`config.mk`:
```
export PLATFORM = sky130hd
export DESIGN_NAME = fa16_arb_flat
export DESIGN_NICKNAME = d
export VERILOG_FILES = /design/src/rtl/fa16_arb_if.sv /design/src/rtl/fa16_arb.sv /design/src/flat_wrapper.sv
export SDC_FILE = /design/constraint.sdc
export NUM_CORES = 1
export LEC_CHECK = 0
export CORE_MARGIN = 1
export CORE_UTILIZATION = 47
export DETAILED_ROUTE_END_ITERATION = 6
export HOLD_SLACK_MARGIN = 0.12
export PLACE_DENSITY = 0.91
export RECOVER_POWER = 50
export SYNTH_ARGS = -nofsm -noshare
export SYNTH_HDL_FRONTEND = slang
export SYNTH_SLANG_ARGS = --single-unit
```
`constraint.sdc`:
```
create_clock -name CLK -period 8.35 [get_ports CLK]
set_input_delay 1.67 -clock CLK [delete_from_list [all_inputs] [get_ports CLK]]
set_output_delay 1.67 -clock CLK [all_outputs]
set_load 0.05 [all_outputs]
```
`src/rtl/fa16_arb_if.sv`:
```
// fa16_arb_if: request, adder and response signals between clients, the fa16_arb
// arbiter and its shared fa16 adder.
// Latency: none (wiring only). Backpressure: req_ready per requester, rsp_ready on the response.
// Ports (signals):
//   req_valid/req_ready [N_REQ]  per-requester handshake, one-hot ready
//   req_a/req_b [16*N_REQ]       operand packing, requester i at [16i+15:16i]
//   req_cin/req_sub [N_REQ]      carry-in and subtract request per requester
//   add_a/add_b/add_cin          arbiter -> fa16 operands
//   add_s/add_cout               fa16 -> arbiter result
//   rsp_valid/rsp_ready          response FIFO head handshake
//   rsp_id/rsp_sum/rsp_cout      response FIFO head contents
// Modports: slave = arbiter side, master = client/adder side.
interface fa16_arb_if #(
  parameter int N_REQ = 4,
  parameter int ID_W  = $clog2(N_REQ)
);
  logic [N_REQ-1:0]    req_valid;
  logic [N_REQ-1:0]    req_ready;
  logic [16*N_REQ-1:0] req_a;
  logic [16*N_REQ-1:0] req_b;
  logic [N_REQ-1:0]    req_cin;
  logic [N_REQ-1:0]    req_sub;

  logic [15:0]         add_a;
  logic [15:0]         add_b;
  logic                add_cin;
  logic [15:0]         add_s;
  logic                add_cout;

  logic                rsp_valid;
  logic                rsp_ready;
  logic [ID_W-1:0]     rsp_id;
  logic [15:0]         rsp_sum;
  logic                rsp_cout;

  modport slave (
    input  req_valid, req_a, req_b, req_cin, req_sub,
    input  add_s, add_cout,
    input  rsp_ready,
    output req_ready,
    output add_a, add_b, add_cin,
    output rsp_valid, rsp_id, rsp_sum, rsp_cout
  );

  modport master (
    output req_valid, req_a, req_b, req_cin, req_sub,
    output add_s, add_cout,
    output rsp_ready,
    input  req_ready,
    input  add_a, add_b, add_cin,
    input  rsp_valid, rsp_id, rsp_sum, rsp_cout
  );
endinterface

```
`src/rtl/fa16_arb.sv`:
```
// fa16_arb: round-robin arbiter sharing one 2-cycle registered fa16 adder between N_REQ requesters.
// Latency: accept at edge n, response at the FIFO head in the cycle after edge n+2 (2 cycles).
// Backpressure: issue only while tags in flight + FIFO occupancy - same-cycle pop < FIFO_DEPTH.
// Ports:
//   CLK        sole clock, rising edge
//   RST        synchronous active-high reset (clears rr_ptr, tag pipeline and FIFO)
//   bus        fa16_arb_if.slave: request handshakes, fa16 operand/result, response FIFO head
// Parameters: N_REQ (2..8) requesters, FIFO_DEPTH (power of two, >= 2) response entries.
// Optional feature: define FA16_SUB_EN to honour req_sub (A - B as A + ~B + 1).
module fa16_arb #(
  parameter int N_REQ      = 4,
  parameter int FIFO_DEPTH = 4
) (
  input  logic      CLK,
  input  logic      RST,
  fa16_arb_if.slave bus
);

  localparam int ID_W = $clog2(N_REQ);
  localparam int AW   = $clog2(FIFO_DEPTH);
  localparam int CW   = AW + 1;

  typedef struct packed {
    logic [ID_W-1:0] id;
    logic [15:0]     sum;
    logic            cout;
  } rsp_t;

  // ------------------------------------------------------------------
  // Operand unpacking
  // ------------------------------------------------------------------
  logic [15:0] op_a [N_REQ];
  logic [15:0] op_b [N_REQ];

  for (genvar g = 0; g < N_REQ; g++) begin : g_unpack
    assign op_a[g] = bus.req_a[16*g +: 16];
    assign op_b[g] = bus.req_b[16*g +: 16];
  end

  // ------------------------------------------------------------------
  // State
  // ------------------------------------------------------------------
  logic [ID_W-1:0] rr_ptr;
  logic [1:0]      tag_vld;
  logic [ID_W-1:0] tag_id [2];

  rsp_t            mem [FIFO_DEPTH];
  logic [AW-1:0]   wr_ptr;
  logic [AW-1:0]   rd_ptr;
  logic [CW-1:0]   fifo_count;

  logic            gnt_vld;
  logic [ID_W-1:0] gnt_id;
  logic [ID_W-1:0] scan_idx;
  logic            credit_ok;
  logic            issue;
  logic            push;
  logic            pop;
  int              occ;
  rsp_t            head;

  // ------------------------------------------------------------------
  // Round-robin search: first valid requester at or above rr_ptr, wrapping.
  // ------------------------------------------------------------------
  always_comb begin
    gnt_vld  = 1'b0;
    gnt_id   = '0;
    scan_idx = '0;
    for (int k = 0; k < N_REQ; k++) begin
      scan_idx = ID_W'((int'(rr_ptr) + k) % N_REQ);
      if (!gnt_vld && bus.req_valid[scan_idx]) begin
        gnt_vld = 1'b1;
        gnt_id  = scan_idx;
      end
    end
  end

  // ------------------------------------------------------------------
  // Credit check. Every tag in flight will land in the FIFO, so it owns a
  // slot already; a pop in this cycle hands its slot back immediately.
  // ------------------------------------------------------------------
  assign pop  = bus.rsp_valid & bus.rsp_ready;
  assign push = tag_vld[1];

  always_comb begin
    occ       = int'(fifo_count) + int'(tag_vld[0]) + int'(tag_vld[1]) - int'(pop);
    credit_ok = !RST && (occ < FIFO_DEPTH);
    issue     = gnt_vld && credit_ok;
  end

  // ------------------------------------------------------------------
  // Accept and adder drive. Operands are zero whenever nothing is issued so
  // the adder sees a quiet bus.
  // ------------------------------------------------------------------
  always_comb begin
    bus.req_ready = '0;
    bus.add_a     = '0;
    bus.add_b     = '0;
    bus.add_cin   = 1'b0;
    if (issue) begin
      bus.req_ready = N_REQ'(1) << gnt_id;
      bus.add_a     = op_a[gnt_id];
`ifdef FA16_SUB_EN
      if (bus.req_sub[gnt_id]) begin
        bus.add_b   = ~op_b[gnt_id];
        bus.add_cin = 1'b1;
      end else begin
        bus.add_b   = op_b[gnt_id];
        bus.add_cin = bus.req_cin[gnt_id];
      end
`else
      bus.add_b     = op_b[gnt_id];
      bus.add_cin   = bus.req_cin[gnt_id];
`endif
    end
  end

`ifndef FA16_SUB_EN
  logic unused_sub;
  assign unused_sub = ^bus.req_sub;
`endif

  // ------------------------------------------------------------------
  // Pointer, tag pipeline and FIFO control
  // ------------------------------------------------------------------
  always_ff @(posedge CLK) begin
    if (RST) begin
      rr_ptr     <= '0;
      tag_vld    <= '0;
      tag_id[0]  <= '0;
      tag_id[1]  <= '0;
      wr_ptr     <= '0;
      rd_ptr     <= '0;
      fifo_count <= '0;
    end else begin
      if (issue) begin
        rr_ptr <= (gnt_id == ID_W'(N_REQ - 1)) ? '0 : gnt_id + 1'b1;
      end

      // Tags track the two fa16 register stages one-for-one.
      tag_vld   <= {tag_vld[0], issue};
      tag_id[0] <= gnt_id;
      tag_id[1] <= tag_id[0];

      if (push) wr_ptr <= wr_ptr + 1'b1;
      if (pop)  rd_ptr <= rd_ptr + 1'b1;

      case ({push, pop})
        2'b10:   fifo_count <= fifo_count + 1'b1;
        2'b01:   fifo_count <= fifo_count - 1'b1;
        default: fifo_count <= fifo_count;
      endcase
    end
  end

  // Storage carries no reset; pointers and count define what is live.
  always_ff @(posedge CLK) begin
    if (push) begin
      mem[wr_ptr] <= {tag_id[1], bus.add_s, bus.add_cout};
    end
  end

  // ------------------------------------------------------------------
  // Response head: data forced to zero while empty so consumers never see
  // leftover entries.
  // ------------------------------------------------------------------
  assign head          = mem[rd_ptr];
  assign bus.rsp_valid = (fifo_count != '0);
  assign bus.rsp_id    = bus.rsp_valid ? head.id   : '0;
  assign bus.rsp_sum   = bus.rsp_valid ? head.sum  : '0;
  assign bus.rsp_cout  = bus.rsp_valid ? head.cout : 1'b0;

  // ------------------------------------------------------------------
  // Simulation-only sanity checks
  // ------------------------------------------------------------------
  always_ff @(posedge CLK) begin
    if (!RST) begin
      assert (!(push && !pop && (fifo_count == CW'(FIFO_DEPTH))));
      assert ($onehot0(bus.req_ready));
      assert (int'(rr_ptr) < N_REQ);
    end
  end

endmodule
```
`src/flat_wrapper.sv`:
```
// flat-port wrapper written by rule: the top's interface ports become plain ports
module fa16_arb_flat 
#(
  parameter int N_REQ      = 4,
  parameter int FIFO_DEPTH = 4
)
  (CLK, RST, bus_req_valid, bus_req_a, bus_req_b, bus_req_cin, bus_req_sub, bus_add_s, bus_add_cout, bus_rsp_ready, bus_req_ready, bus_add_a, bus_add_b, bus_add_cin, bus_rsp_valid, bus_rsp_id, bus_rsp_sum, bus_rsp_cout);
  fa16_arb_if #(.N_REQ(N_REQ)) bus_i ();
  input  logic CLK;
  input  logic RST;
  input wire logic [$bits(bus_i.req_valid)-1:0] bus_req_valid;
  input wire logic [$bits(bus_i.req_a)-1:0] bus_req_a;
  input wire logic [$bits(bus_i.req_b)-1:0] bus_req_b;
  input wire logic [$bits(bus_i.req_cin)-1:0] bus_req_cin;
  input wire logic [$bits(bus_i.req_sub)-1:0] bus_req_sub;
  input wire logic [$bits(bus_i.add_s)-1:0] bus_add_s;
  input wire logic [$bits(bus_i.add_cout)-1:0] bus_add_cout;
  input wire logic [$bits(bus_i.rsp_ready)-1:0] bus_rsp_ready;
  output wire logic [$bits(bus_i.req_ready)-1:0] bus_req_ready;
  output wire logic [$bits(bus_i.add_a)-1:0] bus_add_a;
  output wire logic [$bits(bus_i.add_b)-1:0] bus_add_b;
  output wire logic [$bits(bus_i.add_cin)-1:0] bus_add_cin;
  output wire logic [$bits(bus_i.rsp_valid)-1:0] bus_rsp_valid;
  output wire logic [$bits(bus_i.rsp_id)-1:0] bus_rsp_id;
  output wire logic [$bits(bus_i.rsp_sum)-1:0] bus_rsp_sum;
  output wire logic [$bits(bus_i.rsp_cout)-1:0] bus_rsp_cout;
  assign bus_i.req_valid = bus_req_valid;
  assign bus_i.req_a = bus_req_a;
  assign bus_i.req_b = bus_req_b;
  assign bus_i.req_cin = bus_req_cin;
  assign bus_i.req_sub = bus_req_sub;
  assign bus_i.add_s = bus_add_s;
  assign bus_i.add_cout = bus_add_cout;
  assign bus_i.rsp_ready = bus_rsp_ready;
  assign bus_req_ready = bus_i.req_ready;
  assign bus_add_a = bus_i.add_a;
  assign bus_add_b = bus_i.add_b;
  assign bus_add_cin = bus_i.add_cin;
  assign bus_rsp_valid = bus_i.rsp_valid;
  assign bus_rsp_id = bus_i.rsp_id;
  assign bus_rsp_sum = bus_i.rsp_sum;
  assign bus_rsp_cout = bus_i.rsp_cout;
  fa16_arb #(.N_REQ(N_REQ), .FIFO_DEPTH(FIFO_DEPTH)) u_core (.CLK(CLK), .RST(RST), .bus(bus_i));
endmodule
```
Yosys cells after proc, flatten, opt, wreduce, memory -nomap -nowiden
Memories as Yosys holds them, arrays and structs flattened. A register that Yosys moved wholly into a read port is not among the register bits.
Index checks and enable logic that the tools add are counted.

word-level totals
  register bits after elaboration = 11
  latch bits = 0
  RAM bits = 80
  bits in read-only memories = 0
  input bits = 160
  output and inout bits = 57
  word-level logic and storage cells = 86
  memories = 2

memories
  memory         depth  width  read ports  clocked after memory_dff  write ports  RTL line        text
  u_core.mem     4      19     1           1                         1            fa16_arb.sv:47  rsp_t mem [FIFO_DEPTH];
  u_core.tag_id  2      2      2           0                         2            fa16_arb.sv:45  logic [ID_W-1:0] tag_id [2];

cells by class
  add/sub/neg operators = 11
  multipliers = 0
  divide/modulo/power cells = 0
  order comparisons = 7
  equal/unequal tests = 3
  shift operators = 1
  mux-type cells = 42
  bitwise operators = 4
  reduce and logical (&&, ||, !) cells = 11

operators with widths
  kind                   count
  $mux W16               7
  $bmux W16 S2           2
  $add A32 B2 Y32        1
  $lt A32 B4 Y1 const B  1
  $sub A32 B2 Y32        1
  $mux W2                10
  $mux W1                16
  $lt A2 B3 Y1 const B   5
  $bmux W1 S2            5
  $add A2 B1 Y2 const B  4
  $pmux W3 S2            1
  $logic_and A1 B1 Y1    5
  $add A2 B2 Y2 const B  2
  $add A3 B1 Y4          1
  $eq A2 B2 Y1 const B   2
  $logic_not A1 Y1       4
  $mux W4                1
  $shl A1 B2 Y4 const A  1
  $add A3 B1 Y3 const B  1
  $ge A3 B3 Y1 const B   1
  $not A2 Y3             1
  $reduce_bool A3 Y1     1
  $sub A3 B1 Y3 const B  1
  $eq A2 B1 Y1 const B   1
  3 further kinds        4

Longest topological paths before layout
  depth after elaboration = 17
  mapped depth = 15
  depth with buffers taken out = 14

Worst setup path before layout
OpenSTA, ideal clock, no wires.

  path type = input port to output port
  from = input bus_rsp_ready
  to = output bus_add_a[10]
  arrival time = 4.722 ns
  data required time = 6.680 ns
  path slack = 1.958 ns
  cell stages on the path = 14
  buffers on the path = 1
  cells stage by stage = o31ai_4 -> or2_2 -> ha_1 -> a31oi_4 -> a21oi_1 -> o21bai_1 -> a21oi_1 -> ha_1 -> or4b_4 -> a2111oi_0 -> o21ai_1 -> nand3_2 -> buf_2 -> and3_1

on the way
  cells in the longest elaborated chain, start to end = 6

ends and longest elaborated chain
  element              RTL line            text
  from (decl)          flat_wrapper.sv:18  input wire logic [$bits(bus_i.rsp_ready)-1:0] bus_rsp_ready;
  $and A1 B1 Y1        fa16_arb.sv:82      assign pop = bus.rsp_valid & bus.rsp_ready;
  $sub A32 B2 Y32      fa16_arb.sv:86      occ = int'(fifo_count) + int'(tag_vld[0]) + int'(tag_vld[1]) - int'(pop);
  $lt A32 B4 Y1        fa16_arb.sv:87      credit_ok = !RST && (occ < FIFO_DEPTH);
  $logic_and A1 B1 Y1  fa16_arb.sv:87
  $logic_and A1 B1 Y1  fa16_arb.sv:88      issue = gnt_vld && credit_ok;
  $mux W16             fa16_arb.sv:100     if (issue) begin
  to (decl)            flat_wrapper.sv:20  output wire logic [$bits(bus_i.add_a)-1:0] bus_add_a;

No other way between the ends.

Worst setup path in the final report
  from = input bus_rsp_ready
  to = output bus_add_a[4]

Same word-level chain as after synthesis.

==> results.json <==
{
  "cts.sinks": 93,
  "syn_area_per_cell_um2": 12.1,
  "rows": 37,
  "vias": 4140,
  "outcome": "completed",
  "htreeDepth": 3,
  "critical_path_peak_fanout": 38,
  "max_stage_delay_ns": 0.81,
  "cts_made_buffers": 9,
  "worst_pin_slew_ns": 1.44,
  "cp_data_arrival_time_ns": 6.34,
  "layout.nets": 800,
  "insertion_delay_ns": 0.35,
  "grt_max_degree": 39,
  "synth_flop_cell": "edfxtp_1",
  "layout-drive-gt1-share": 0.0824,
  "hold_class": "reg -> reg",
  "postCtsSetupRepairBufs": 0,
  "worstSetupEndpointType": "output pin",
  "p_sw_frac": 0.487,
  "hold_buffers": 0,
  "io_buffers": 212,
  "io_pins": 217,
  "slowest_stage": "clkdlybuf4s50_1",
  "layout_min_cycle_time_ns": 8.01,
  "clkPwrFrac": 0.117,
  "die_height_um": 107,
  "synth_seq_area_share": 0.508,
  "p_int_mw": 1.39,
  "place_hpwl_um": 10700,
  "first_pass_iters": 4,
  "critPathKind": "in -> out",
  "fill_cells": 719,
  "ys_async_sr_fraction": 0,
  "fp.dieW_um": 107,
  "hold_slack_ns": 0.452,
  "drc_errors": 0,
  "grt_usage": 0.249,
  "tritoncts": "done",
  "cts_buffer_depth": 2,
  "syn-num-nets": 601,
  "wire_per_inst_um": 18.4,
  "drv_slew": 0,
  "p_leak_nw": 3.10,
  "initial_core_util": 0.493,
  "cts_resized": 0,
  "ys_types": 44,
  "switchingPower_mw": 1.32,
  "postPlaceCellArea_um2": 7360,
  "finalSetupViolCount": 0,
  "share_seq_of_total_power": 0.213,
  "critPathLaunchType": "primary input",
  "drtIter0Drc": 241,
  "clockRootBuffer": "clkbuf_8",
  "antenna_cells": 0,
  "place_congestion": 0.820,
  "die-area_um2": 11400,
  "path_delay_family": "simple AND/OR/NAND/NOR gates",
  "grt_pass1_vias": 4221,
  "postLayoutCellArea_um2": 7570,
  "p_comb_frac": 0.670,
  "antenna_found_initial": 0,
  "period_share": 0.959,
  "worstPathCellList": "clkdlybuf4s50_1 -> o31ai_4 -> or2_2 -> ha_1 -> a31oi_4 -> a21oi_1 -> o21bai_1 -> a21oi_1 -> ha_1 -> or4b_4 -> a2111oi_0 -> o21ai_1 -> nand3_2 -> and3_1 -> clkdlybuf4s50_1",
  "p_per_area_nw_per_um2": 359,
  "syn_inst": 427,
  "rsz0062_at_grt": "no",
  "grt_pass1_wl_um": 21300,
  "area_delta_synth_final_pct": 46.8,
  "vdd_drop_max_mv": 0.234,
  "synth_edf_count": 76,
  "regArea_um2": 2620,
  "hold_viol_final": 0,
  "routed_wl_um": 14100,
  "fmaxAchievable_ghz": 0.125,
  "clkTransAtPathRegs_ns": 0.09,
  "setup-tns-final_ns": 0,
  "drv.max_cap_violation_count": 0,
  "postRouteAntennaNets": 0,
  "grt_overflow": 0,
  "crit_required_ns": 6.68,
  "multi_input_area_um2": 2360,
  "ys_ff_latch": 93,
  "total_power_mw": 2.72,
  "slew_headroom": 0.0386,
  "critPathBufInv": 2,
  "fin_worst_skew_ns": 0.0133,
  "coreArea_um2": 10500,
  "detail_route.vias_per_cell": 5.40,
  "netlist_area_um2": 5160,
  "yosysWarnings": 0
}
## sequential cells by signal, indices dropped and copies added, names as in the netlist, named ones only
| signal | count |
|---|---|
| u_core.mem | 76 |
| u_core.tag_id | 4 |
| u_core.fifo_count | 3 |
| u_core.rd_ptr | 2 |
| u_core.rr_ptr | 2 |
| u_core.tag_vld | 2 |
| u_core.wr_ptr | 2 |
## per-stage QoR
step                setup WS (ns)  utilization  cells
floorplan                    1.96            -    427
global placement            0.454        0.703    751
detailed placement          0.396        0.703    751
CTS                         0.392        0.724    767
global route                0.179        0.724    767
finish                      0.340        0.724    767
## layout make-up
type | count | area share
repair buffers | 217 | 0.285
multi-input cells | 293 | 0.312
clock buffers | 11 | 0.0173
flip-flops and latches | 93 | 0.346
well taps | 136 | 0.0225
clock inverters | 5 | 0.0109
inverters | 12 | 0.00595
## kinds of logic (layout without fill, tap and decap cells)
family / Yosys count / count (layout) / share of synthesized area
flops: 93 / 93 / 0.508
compound gates: 21 / 21 / 0.0318
mux: 87 / 87 / 0.216
xor+xnor: 6 / 6 / 0.0116
simple gates: 165 / 165 / 0.161
fa+ha+maj: 14 / 14 / 0.0354
buf+inv: 41 / 245 / 0.0361
## worst reg2reg max path: stages, from the launching register on
cell	delay, ns
dfxtp_1	0.38
ha_1	0.26
ha_1	0.40
inv_1	0.11
ha_1	0.32
a31oi_4	0.11
a21oi_1	0.16
o21bai_1	0.12
a21oi_1	0.09
ha_1	0.27
or4b_4	0.46
a2111oi_0	0.41
o21ai_1	0.18
nand3_2	0.46
buf_4	0.25
mux2_4	0.29
## cell usage in the layout, fill, tap and decap left out, drive strengths merged, types with 2 or more instances in the layout
cell type and count:
clkdlybuf4s50 200, edfxtp 76, nand2 67, mux2i 67
and3 33, and2 28, mux4 19, dfxtp 17
nor2 15, ha 13, inv 12, clkbuf 11
buf 9, dlygate4sd3 8, nand3 8, a21oi 6
nor2b 5, o21ai 5, xnor2 4, clkinv 3
or2 2, nor3 2, xor2 2, bufinv 2
a211o 2
## power groups by stage
stage	logic [mW]	registers, mW	clock network (mW)
2_1_floorplan	1.29	0.567	0
3_3_place_gp	1.80	0.584	0
3_5_place_dp	1.83	0.587	0
4_1_cts	1.83	0.578	0.323
5_1_grt	1.93	0.584	0.338
6_report	1.82	0.578	0.318
## synthesized netlist by cell type (11+ instances only)
master / number / area share
edfxtp_1: 76 / 0.44
mux2i_1: 67 / 0.13
nand2_1: 67 / 0.049
and3_1: 33 / 0.040
and2_1: 28 / 0.034
mux4_2: 19 / 0.083
dfxtp_1: 17 / 0.066
nor2_1: 15 / 0.011
ha_1: 13 / 0.032
buf_2: 11 / 0.011
clkbuf_1: 11 / 0.0080
inv_1: 11 / 0.0080
## path summary, 6_finish.rpt
check | from | endpoint | slack (ns) | cells past startpoint
setup / recovery | bus_rsp_ready | bus_add_a[4] | 0.34 | 15
setup reg to reg | u_core.fifo_count[0] | u_core.rr_ptr[0] | 3.97 | 15
hold reg to reg | u_core.tag_id[0][1] | u_core.tag_id[0][3] | 0.45 | 1
hold / removal | u_core.tag_id[0][1] | u_core.tag_id[0][3] | 0.45 | 1
## layer usage
metal	track usage	wire length, µm
met1	0.274	5170
met4	0.0871	352
met3	0.0626	980
met5	0	0
met2	0.463	7590
Note: power is estimated with default switching activity, not from simulation.
